$ cat src/rtl/alu_mul_sequencer.sv
// alu_mul_sequencer
//   Shift-and-add multiplier controller. It borrows the extended ALU to build
//   the low 16 bits of a 16x16 product, two cycles per multiplier bit: an ADD
//   cycle accumulates the multiplicand when the current multiplier bit is set,
//   and a SHIFT cycle doubles the multiplicand through the ALU.
//
//   Optional build macro: EARLY_EXIT_EN
//     Stops as soon as the remaining multiplier bits are all zero. A zero
//     multiplier goes from IDLE straight to DONE.
//
//   Parameter:
//     MAX_BITS        multiplier bits processed (1..16)
//
//   Ports:
//     clk, rst_n                 clock, synchronous active-low reset
//     in_valid/in_ready          operand request (in_ready high only in IDLE)
//     in_a, in_b                 multiplicand, multiplier
//     out_valid/out_ready        result handshake
//     out_result, out_zr, out_ng low 16 product bits, zero flag, sign flag
//     alu_x, alu_y, alu_instruction  operands and opcode driven to the ALU
//     alu_out                    ALU result (combinational from the above)
module alu_mul_sequencer #(
    parameter int MAX_BITS = 16
) (
    input  logic        clk,
    input  logic        rst_n,
    input  logic        in_valid,
    output logic        in_ready,
    input  logic [15:0] in_a,
    input  logic [15:0] in_b,
    output logic        out_valid,
    input  logic        out_ready,
    output logic [15:0] out_result,
    output logic        out_zr,
    output logic        out_ng,
    output logic [15:0] alu_x,
    output logic [15:0] alu_y,
    output logic [8:0]  alu_instruction,
    input  logic [15:0] alu_out
);

    typedef enum logic [1:0] {IDLE, ADD, SHIFT, DONE} state_t;

    localparam logic [4:0]  LAST  = 5'(MAX_BITS);
    // Multiplier bits above MAX_BITS are dropped on load so the early-exit
    // zero test only sees bits that would actually be processed.
    localparam logic [15:0] BMASK = (MAX_BITS >= 16) ? 16'hFFFF
                                  : 16'((32'd1 << MAX_BITS) - 32'd1);
    localparam logic [8:0]  I_ADD = 9'b11_0_000010;   // x + y
    localparam logic [8:0]  I_SHL = 9'b01_0_110000;   // x <<< 1

    state_t      state;
    logic [15:0] acc;
    logic [15:0] mcand;
    logic [15:0] mplier;
    logic [4:0]  cnt;

    logic [4:0]  cnt_nxt;
    logic [15:0] b_masked;
    logic        last_bit;

    assign cnt_nxt  = cnt + 5'd1;
    assign b_masked = in_b & BMASK;

`ifdef EARLY_EXIT_EN
    assign last_bit = (cnt_nxt == LAST) || ((mplier >> 1) == 16'h0);
`else
    assign last_bit = (cnt_nxt == LAST);
`endif

    always_ff @(posedge clk) begin
        if (!rst_n) begin
            state      <= IDLE;
            acc        <= '0;
            mcand      <= '0;
            mplier     <= '0;
            cnt        <= '0;
            in_ready   <= 1'b1;
            out_valid  <= 1'b0;
            out_result <= '0;
            out_zr     <= 1'b1;
            out_ng     <= 1'b0;
        end else begin
            case (state)
                IDLE: begin
                    // in_ready is 1 throughout IDLE, so in_valid alone accepts
                    if (in_valid) begin
                        acc      <= '0;
                        mcand    <= in_a;
                        mplier   <= b_masked;
                        cnt      <= '0;
                        in_ready <= 1'b0;
`ifdef EARLY_EXIT_EN
                        if (b_masked == 16'h0) begin
                            state      <= DONE;
                            out_valid  <= 1'b1;
                            out_result <= '0;
                            out_zr     <= 1'b1;
                            out_ng     <= 1'b0;
                        end else begin
                            state <= ADD;
                        end
`else
                        state <= ADD;
`endif
                    end
                end
                ADD: begin
                    if (mplier[0]) acc <= alu_out;
                    state <= SHIFT;
                end
                SHIFT: begin
                    mcand  <= alu_out;
                    mplier <= mplier >> 1;
                    cnt    <= cnt_nxt;
                    if (last_bit) begin
                        // acc is final here: the last ADD already happened
                        state      <= DONE;
                        out_valid  <= 1'b1;
                        out_result <= acc;
                        out_zr     <= (acc == 16'h0);
                        out_ng     <= acc[15];
                    end else begin
                        state <= ADD;
                    end
                end
                DONE: begin
                    if (out_ready) begin
                        state     <= IDLE;
                        out_valid <= 1'b0;
                        in_ready  <= 1'b1;
                    end
                end
                default: state <= IDLE;
            endcase
        end
    end

    // ALU drive is a pure decode of the current state and datapath registers.
    always_comb begin
        alu_x           = '0;
        alu_y           = '0;
        alu_instruction = '0;
        case (state)
            ADD: begin
                if (mplier[0]) begin
                    alu_x           = acc;
                    alu_y           = mcand;
                    alu_instruction = I_ADD;
                end
            end
            SHIFT: begin
                alu_x           = mcand;
                alu_instruction = I_SHL;
            end
            default: ;
        endcase
    end

endmodule

$ cat config.mk
export PLATFORM = sky130hd
export DESIGN_NAME = alu_mul_sequencer
export DESIGN_NICKNAME = d
export VERILOG_FILES = /design/src/rtl/alu_mul_sequencer.sv
export SDC_FILE = /design/constraint.sdc
export NUM_CORES = 1
export LEC_CHECK = 0
export BUFFER_PORTS_ARGS = -buffer_cell sky130_fd_sc_hd__buf_2
export CAP_MARGIN = 10
export CORE_UTILIZATION = 40
export DETAILED_ROUTE_END_ITERATION = 8
export PLACE_DENSITY = 0.73
export SLEW_MARGIN = 25
export SYNTH_ARGS = -nofsm -noshare
export SYNTH_HDL_FRONTEND = slang
export SYNTH_SLANG_ARGS = --single-unit
$ cat constraint.sdc
create_clock -name clk -period 4.9 [get_ports clk]
set_input_delay 0.49 -clock clk [delete_from_list [all_inputs] [get_ports clk]]
set_output_delay 0.49 -clock clk [all_outputs]
set_load 0.05 [all_outputs]
==> impl_results.md, run 1 <==
* CTS H-tree depth at 3
* Ys flop type: dfxtp_1
* DP Cell Count at 597
* Dpl hpwl at 7070 um
* Async set-reset flop share out of synthesis at 0%
* Crit path kind: reg2out
* Final Cycle Share at 68.3%
* Max-slew headroom at 41.3%
* Fmax achieved at 0.299 GHz
* Placed inst area at 4240 sq um
* R2r setup slk at 2.20 ns
* CTS Buffer Depth at 2
* Initial Util at 41.1%
* Final instance area at 4440 sq um
* CP Capture Type: output pin
* Pre-antenna DRT Iters at 4
* Top-area cell type share of the netlist area at 39.4%
* Tmin final at 3.35 ns
* Total grt overflow at 0
* Setup bufs post-CTS at 0
* Hold Fails Final Rpt at 0
* Hold Path Class: in2reg
* FP Rows at 35
* Mapped Area at 3760 sq um
* Residual DRC at 0
* FF/Latch Area at 1480 sq um
* Post-synth cell types at 48
* I/O Buffers at 108
* Final net count at 557
* Worst Tran Pin Value at 0.880 ns
* RSZ-0062 raised after global routing: no
* Clk pin slew, worst setup/hold paths at 0.08 ns
* Number of fill cells at 876
* Die height at 99.0 um
* Iter 0 DRT Violations at 233
* Number of diodes at 0
* Max-cap violations at 0
* Syn. warnings at 0
* Post-synthesis sequential area ratio at 39.4%
* Vias per inst at 5.80
* Footprint of the multi-input gates at 2030 sq um
* Most common cell in the netlist: dfxtp_1
* Leading area contributor after synthesis: dfxtp_1
* GRT Total Usage at 20.8%
* Final setup fails at 0
* Most frequent cells after synthesis: dfxtp_1 (74), a21oi_1 (37), nor2_1 (36)
* Utilization after layout at 48.5%
* Startpoint types: register
* Setup TNS at 0 ns
* EDFF count, synth at 0
* P_leak at 1.85 nW
* P&R area growth vs syn at 18.1%
* Worst setup margin at 1.55 ns
* GPL Wtd Cong at 0.820
* Initial antenna violation count at 0
* Synth top area cells: dfxtp_1 (39%), mux2i_1 (8.5%), a211oi_1 (6.4%)
* CTS Hold Buffers Added at 0
* Mean post-synth cell area at 8.96 sq um
* Num CTS Buffers at 9
* Post-CTS resize count at 0
* Drt wl/cell at 16.6 um
* CTS tree: built
* Layout Cells excl Fill at 613
* Worst slack, placed at 1.95 ns
* Largest net degree at the start of global routing at 73
* PwrDens at 433 nW/um^2
* Status: finished, final reports clean
* Placeable Area at 9150 sq um
* Flops & latches, synth at 74
* Critical Path AT at 2.86 ns
* Total power at 1.92 mW
* Die area at 9790 sq um
* Die width at 99.0 um
* Critical Path RT at 4.41 ns
* Clock sink count at 74
* CTS root buffer: clkbuf_8
* Hold slack at 0.361 ns
* VDD IR max at 0.197 mV
* Share of cells above drive strength 1 at 27.7%
* Via count at 3,558
* Final Max Slew Viols at 0
* Final ANT Viol Nets at 0
* Final WL at 10,200 um
* Top-level I/O count at 113
* First-pass GRT wire length at 16,100 um
* Crit Path Max Fanout at 45
* Vias in the first global route at 3,170
* Final clock skew at 0.0117 ns
* Post-synthesis instance total at 420
* Clock Latency Late Sink at 0.35 ns
-- layout by cell type (no fill, tap or decap), drive strengths merged, types with 2 or more instances in the layout --
cell type  count
a211oi        32
a21oi         37
a22o          16
a311oi         2
and2           3
and3          17
buf          112
clkbuf        10
clkinv         3
conb           4
dfxtp         74
ha             8
inv            5
mux2i         32
nand2         22
nand2b         3
nand3          3
nand3b         2
nand4         33
nor2          37
nor2b          2
nor3           2
nor4           5
o21a           2
o21ai          3
o31ai         17
-- cell families (layout without fill, tap and decap cells) --
logic type	count (synthesis)	after routing	synth area share, %
other	1	4	0.0997
buffers and inverters	53	132	7.12
muxes	33	33	8.82
AOI/OAI and AO/OA	117	117	22.4
and+or+nand+nor	132	132	18.4
adders and majority gates	8	8	2.66
DFF	74	74	39.4
xor gates and xnor gates	2	2	1.16
-- critical path: stages (launching register included) --
cell and delay [ns]:
dfxtp_1 0.36, inv_1 0.15, ha_2 0.19, buf_4 0.53, and2_1 0.74, a22o_1 0.27
buf_2 0.27
-- sequential cells by signal, summed over array words and instances, names as in the netlist --
| name | count |
|---|---|
| out_ng | 1 |
| out_result | 15 |
| mplier | 16 |
| state | 2 |
| in_ready | 1 |
| acc | 16 |
| cnt | 5 |
| out_zr | 1 |
| mcand | 16 |
| out_valid | 1 |
-- per-layer routing --
layer	part of all wire, %	global-route usage, %
met5	0	0
met4	3.0	10.7
met1	45	27.6
met2	45	32.2
met3	7.1	3.90
-- cell type report --
type | instances | area share [%]
Sequential cell | 74 | 33.4
Inverter | 4 | 0.394
Clock buffer | 10 | 3.10
Timing Repair Buffer | 112 | 12.8
Multi-Input combinational cell | 296 | 45.7
Clock inverter | 6 | 1.46
Tap cell | 111 | 3.13
-- report_power, final --
part	internal, mW	switching (mW)
clock	0.250	0.233
sequential	0.711	0.0821
combinational	0.209	0.440
-- path summary, 6_finish.rpt --
kind,startpoint,to,cells past startpoint
max,state[0]$_SDFFE_PN0P_,alu_x[14],6
max reg2reg,state[0]$_SDFFE_PN0P_,mcand[6]$_SDFFE_PN0P_,8
min,out_ready,out_valid$_SDFFE_PN0P_,2
min reg2reg,out_zr$_SDFFE_PN1P_,out_zr$_SDFFE_PN1P_,1
Power figures use the tool's default switching activity.
==> inputs of run 2 (changes only) <==
--- a/config.mk
+++ b/config.mk
@@ -5,11 +5,12 @@
 export SDC_FILE = /design/constraint.sdc
 export NUM_CORES = 1
 export LEC_CHECK = 0
+export ABC_AREA = 1
 export BUFFER_PORTS_ARGS = -buffer_cell sky130_fd_sc_hd__buf_2
 export CAP_MARGIN = 10
 export CORE_UTILIZATION = 40
 export DETAILED_ROUTE_END_ITERATION = 8
-export PLACE_DENSITY = 0.73
+export PLACE_DENSITY = 0.76
 export SLEW_MARGIN = 25
 export SYNTH_ARGS = -nofsm -noshare
 export SYNTH_HDL_FRONTEND = slang
==> constraint.sdc (replaced) <==
create_clock -name clk -period 2.9 [get_ports clk]
set_input_delay 0.29 -clock clk [delete_from_list [all_inputs] [get_ports clk]]
set_output_delay 0.29 -clock clk [all_outputs]
set_load 0.05 [all_outputs]
==> run 2 against run 1 <==
Compared with the run above:
- die area fell by 6.7%
- routed wire length is 6.7% lower
- sequential power increased by 70%
- via count is 1.2% lower
- clock skew about the same
- largest cell class unchanged
==> impl_results.md, run 2 <==
* CP Capture Type: output pin
* CTS root buffer: clkbuf_8
* Worst slack, placed at 0.568 ns
* Number of fill cells at 837
* Max incr delay on CP at 0.38 ns
* Ys flop type: dfxtp_1
* CTS Buffer Depth at 2
* Vias per inst at 5.18
* Async set-reset flop share out of synthesis at 0%
* Critical Path AT at 2.38 ns
* FP Rows at 33
* Most common cell in the netlist: nand2_1
* Clock sink count at 74
* Final Cycle Share at 92.0%
* GPL Wtd Cong at 0.897
* Iter 0 DRT Violations at 248
* CP Cell Sequence: inv_1, ha_1, buf_4, nand2_1, o22ai_1, buf_2
* Final setup fails at 0
* Leading cell type in the layout, fill and taps excluded: buf_2
* Most frequent cells after synthesis: nand2_1 (97), dfxtp_1 (74), nor2_1 (52)
* Leading area contributor after synthesis: dfxtp_1
* I/O Buffers at 108
* Worst Tran Pin Value at 0.862 ns
* Final WL at 9480 um
* RSZ-0062 raised after global routing: no
* CTS Hold Buffers Added at 0
* Largest net degree at the start of global routing at 38
* Die height at 95.6 um
* Most frequent cells in the layout: buf_2 (108), nand2_1 (97), dfxtp_1 (74), nor2_1 (52), o21ai_0 (47)
* Mapped Area at 3500 sq um
* Initial Util at 42.0%
* Total grt overflow at 0
* Slowest CP cell: nand2_1
* Final net count at 629
* Tmin final at 2.67 ns
* Initial antenna violation count at 0
* Post-synth cell types at 31
* P_leak at 1.93 nW
* Hold Path Class: in2reg
* Vias in the first global route at 3,146
* Mean post-synth cell area at 7.30 sq um
* Synth top area cells: dfxtp_1 (42%), nand2_1 (10%), o21ai_0 (6.7%)
* P&R area growth vs syn at 20.3%
* Fmax achieved at 0.375 GHz
* Top-area cell type share of the netlist area at 42.3%
* Die area at 9140 sq um
* Clk pin slew, worst setup/hold paths at 0.09 ns
* Die width at 95.6 um
* Final instance area at 4210 sq um
* Pre-antenna DRT Iters at 6
* Max-cap violations at 0
* Share of cells above drive strength 1 at 25.1%
* VDD IR max at 0.307 mV
* EDFF count, synth at 0
* R2r startpoint: state[1]$_SDFFE_PN0P_
* Final Max Slew Viols at 0
* Hold Fails Final Rpt at 0
* Setup TNS at 0 ns
* Placeable Area at 8340 sq um
* Clock Latency Late Sink at 0.36 ns
* GRT Total Usage at 22.0%
* Via count at 3,514
* Residual DRC at 0
* Crit path kind: reg2out
* Max-slew headroom at 42.4%
* Flops & latches, synth at 74
* R2r setup slk at 0.55 ns
* Dpl hpwl at 7010 um
* Hold Startpoint: in_a[8]
* Number of diodes at 0
* CTS H-tree depth at 3
* First-pass GRT wire length at 15,300 um
* Status: finished, final reports clean
* RR Endpoint: acc[8]$_SDFFE_PN0P_
* WHS Endpoint: mcand[8]$_SDFFE_PN0P_
* R2R depth at 8
* Worst setup margin at 0.231 ns
* Largest regs: acc x16, mcand x16, mplier x16
* PwrDens at 790 nW/um^2
* Final clock skew at 0.0119 ns
* Worst Hold Depth at 3
* CTS tree: built
* Setup bufs post-CTS at 0
* Post-synthesis instance total at 480
* Final ANT Viol Nets at 0
* Crit Path Max Fanout at 18
* Post-synthesis sequential area ratio at 42.3%
* Drt wl/cell at 14.0 um
* Critical Path RT at 2.61 ns
* Startpoint types: register
* Num CTS Buffers at 9
* Top-level I/O count at 113
* Placed inst area at 4000 sq um
* Syn. warnings at 0
run 2: cell count changes after synthesis, sizes merged, moves of 30 or more:
cell / change
nand4: -30
mux2i: -32
a31oi: +30
inv: +43
o21ai: +55
nand2: +78
run 2: power breakdown:
group | internal, mW | total [mW] | switching [mW]
clock network | 0.428 | 0.838 | 0.410
logic | 0.340 | 1.14 | 0.799
registers | 1.23 | 1.35 | 0.119
total | 2.00 | 3.33 | 1.33
run 2: cell families after synthesis:
family | share of synthesized area (%)
other | 0.107
AO/OA/AOI/OAI | 22.4
buffers and inverters | 12.1
AND/OR/NAND/NOR | 20.3
flip-flops | 42.3
adder cells (fa/ha/maj) | 2.86
run 2: metal layers:
metal	track usage, %	up-vias	wire length, um
li1	-	1770	-
met1	30.0	1560	4470
met5	0	-	0
met2	32.7	154	4080
met4	10.3	0	310
met3	5.18	30	626
run 2: worst max path at each step:
| stage | cells past startpoint | end | slack [ns] | start |
|---|---|---|---|---|
| 6_report | 6 | alu_x[3] | 0.23 | state[0]$_SDFFE_PN0P_ |
| 5_1_grt | 6 | alu_x[3] | 0.12 | state[0]$_SDFFE_PN0P_ |
| 4_1_cts | 7 | alu_x[15] | 0.18 | state[1]$_SDFFE_PN0P_ |
| 3_5_place_dp | 7 | alu_x[15] | 0.57 | state[1]$_SDFFE_PN0P_ |
| 3_3_place_gp | 7 | alu_x[14] | 0.69 | state[1]$_SDFFE_PN0P_ |
| 2_1_floorplan | 5 | alu_x[11] | 0.64 | state[0]$_SDFFE_PN0P_ |
run 2: cell type report:
cell class	instances	area (sq um)	share of cell area [%]
Multi-Input combinational cell	323	1620	38.3
Sequential cell	74	1480	35.2
Clock inverter	6	71.3	1.69
Clock buffer	10	138	3.27
Tap cell	105	131	3.12
Inverter	47	179	4.25
Timing Repair Buffer	114	598	14.2
run 2: per-stage QoR:
step	std cells	hold WS, ns	utilization [%]	total power [mW]
2_1_floorplan	483	0.428	-	2.26
3_3_place_gp	663	0.449	48.0	2.46
3_5_place_dp	663	0.452	48.0	2.49
4_1_cts	679	0.174	50.5	3.32
5_1_grt	679	0.191	50.5	3.54
6_report	679	0.183	50.5	3.33
run 2: worst max-delay path: cells and delay by family (launching register included):
kind,cells,cell delay [ns]
AOI/OAI and AO/OA,1,0.38
adders and majority gates,1,0.20
and+or+nand+nor,1,0.38
buffers and inverters,3,0.71
DFF,1,0.35
run 2: repair_timing:
item,in CTS,in global routing
gates resized for setup,0,1
endpoints found under the setup margin,0,4
endpoints found under the hold margin,0,0
==> inputs of run 3 (changes only) <==
--- a/config.mk
+++ b/config.mk
@@ -10,7 +10,7 @@
 export CAP_MARGIN = 10
 export CORE_UTILIZATION = 40
 export DETAILED_ROUTE_END_ITERATION = 8
-export PLACE_DENSITY = 0.76
+export PLACE_DENSITY_LB_ADDON = 0.25
 export SLEW_MARGIN = 25
 export SYNTH_ARGS = -nofsm -noshare
 export SYNTH_HDL_FRONTEND = slang
==> run 3 against run 2 <==
Compared with the run above:
- clock power is 8.2% higher
- sequential share of layout area is 0.26 points lower
- hold slack better by 0.010 ns
- sequential power hardly changed
- highest routed layer unchanged
- critical endpoint is now alu_x[14]
- register-to-register slack better by 0.16 ns
- largest power group unchanged
==> impl_results.md, run 3 (synthesized netlist as in run 2, its figures left out) <==
* Status: finished, final reports clean
* Clk pin slew, worst setup/hold paths at 0.07 ns
* GRT Total Usage at 21.8%
* Number of diodes at 0
* Final ANT Viol Nets at 0
* RSZ-0062 raised after global routing: no
* Initial Util at 42.0%
* Placeable Area at 8340 sq um
* Crit path kind: reg2out
* Final Cycle Share at 92.4%
* First-pass GRT wire length at 15,100 um
* Vias per inst at 5.06
* CTS H-tree depth at 3
* Total grt overflow at 0
* Die area at 9140 sq um
* Critical Path RT at 2.61 ns
* Setup bufs post-CTS at 0
* Final clock skew at 0.00814 ns
* Fmax achieved at 0.373 GHz
* Residual DRC at 0
* Top-level I/O count at 113
* Worst Tran Pin Value at 0.737 ns
* CTS root buffer: clkbuf_8
* Max-cap violations at 0
* Utilization after layout at 50.9%
* Max-slew headroom at 50.8%
* FP Rows at 33
* Via count at 3,444
* PwrDens at 805 nW/um^2
* CTS tree: built
* Hold Fails Final Rpt at 0
* Critical Path AT at 2.39 ns
* Startpoint types: register
* Most common cell on crit path: inv_1
* Die height at 95.6 um
* Clock sink count at 74
* P_leak at 1.95 nW
* Num CTS Buffers at 9
* Setup TNS at 0 ns
* Iter 0 DRT Violations at 185
* Largest net degree at the start of global routing at 37
* Most frequent cells in the layout: buf_2 (108), nand2_1 (96), dfxtp_1 (74), nor2_1 (52), o21ai_0 (47)
* GPL Wtd Cong at 0.912
* Number of fill cells at 864
* Final setup fails at 0
* Final net count at 631
* Pre-antenna DRT Iters at 5
* Dpl hpwl at 7020 um
* Initial antenna violation count at 0
* P&R area growth vs syn at 21.2%
* CP Cell Sequence: inv_1, ha_1, nand3_1, inv_1, nand2_1, o21ai_0, buf_2
* CP Capture Type: output pin
* Tmin final at 2.68 ns
* Clock Latency Late Sink at 0.36 ns
* Vias in the first global route at 3,102
* Final Max Slew Viols at 0
* Crit Path Max Fanout at 14
* Final WL at 9500 um
* I/O Buffers at 108
* Share of cells above drive strength 1 at 25.3%
* Die width at 95.6 um
* Drt wl/cell at 14.0 um
* VDD IR max at 0.381 mV
* Hold slack at 0.194 ns
* Largest regs: acc x16, mcand x16, mplier x16
* Max incr delay on CP at 0.45 ns
* CTS Buffer Depth at 2
* Slowest CP cell: nand3_1
* Leading cell type in the layout, fill and taps excluded: buf_2
* Hold Path Class: in2reg
-- run 3: worst paths after layout --
| path | start | slack, ns | to | cells past startpoint |
|---|---|---|---|---|
| max | state[1]$_SDFFE_PN0P_ | 0.22 | alu_x[14] | 7 |
| max reg2reg | state[0]$_SDFFE_PN0P_ | 0.71 | mplier[3]$_SDFFE_PN0P_ | 9 |
| min reg2reg | cnt[4]$_SDFFE_PN0P_ | 0.47 | cnt[4]$_SDFFE_PN0P_ | 2 |
| min | in_b[9] | 0.19 | mplier[9]$_SDFFE_PN0P_ | 3 |
-- run 3: routing by layer --
layer | GRT usage [%] | part of all wire [%] | wire length, um
met1 | 28.0 | 46 | 4410
met2 | 35.3 | 46 | 4350
met3 | 5.66 | 5.6 | 535
met4 | 7.96 | 2.1 | 204
met5 | 0 | 0 | 0
-- run 3: layout make-up --
class	instances	area [sq um]	share of cell area (%)
Clock inverter	6	90.1	2.12
Clock buffer	10	138	3.24
Tap cell	105	131	3.09
Timing Repair Buffer	116	613	14.4
Sequential cell	74	1480	34.9
Inverter	47	179	4.21
Multi-Input combinational cell	323	1610	38.0
-- run 3: power breakdown --
| group | total, mW | switching, mW | internal, mW |
|---|---|---|---|
| registers | 1.35 | 0.115 | 1.23 |
| clock network | 0.907 | 0.398 | 0.509 |
| logic | 1.16 | 0.806 | 0.357 |
| total | 3.42 | 1.32 | 2.10 |
-- run 3: worst max-delay path, delay by kind of cell, from the launching register on --
kind                       cells  cell delay [ns]
and+or+nand+nor                2             0.52
adders and majority gates      1             0.32
buffers and inverters          3             0.73
DFF                            1             0.39
AOI/OAI and AO/OA              1             0.08
-- run 3: stage by stage --
step	area, sq um	total power [mW]	worst slack, ns	std cells
after floorplan	3510	2.26	0.636	483
after global placement	4020	2.50	0.621	665
after detailed placement	4020	2.52	0.532	665
after CTS	4240	3.43	0.134	681
after global routing	4250	3.63	0.00141	681
final	4250	3.42	0.221	681
-- run 3: repair_timing --
action                                  in CTS  in global routing
gates resized for setup                      0                  1
hold buffers                                 0                  0
endpoints found under the setup margin       0                 14
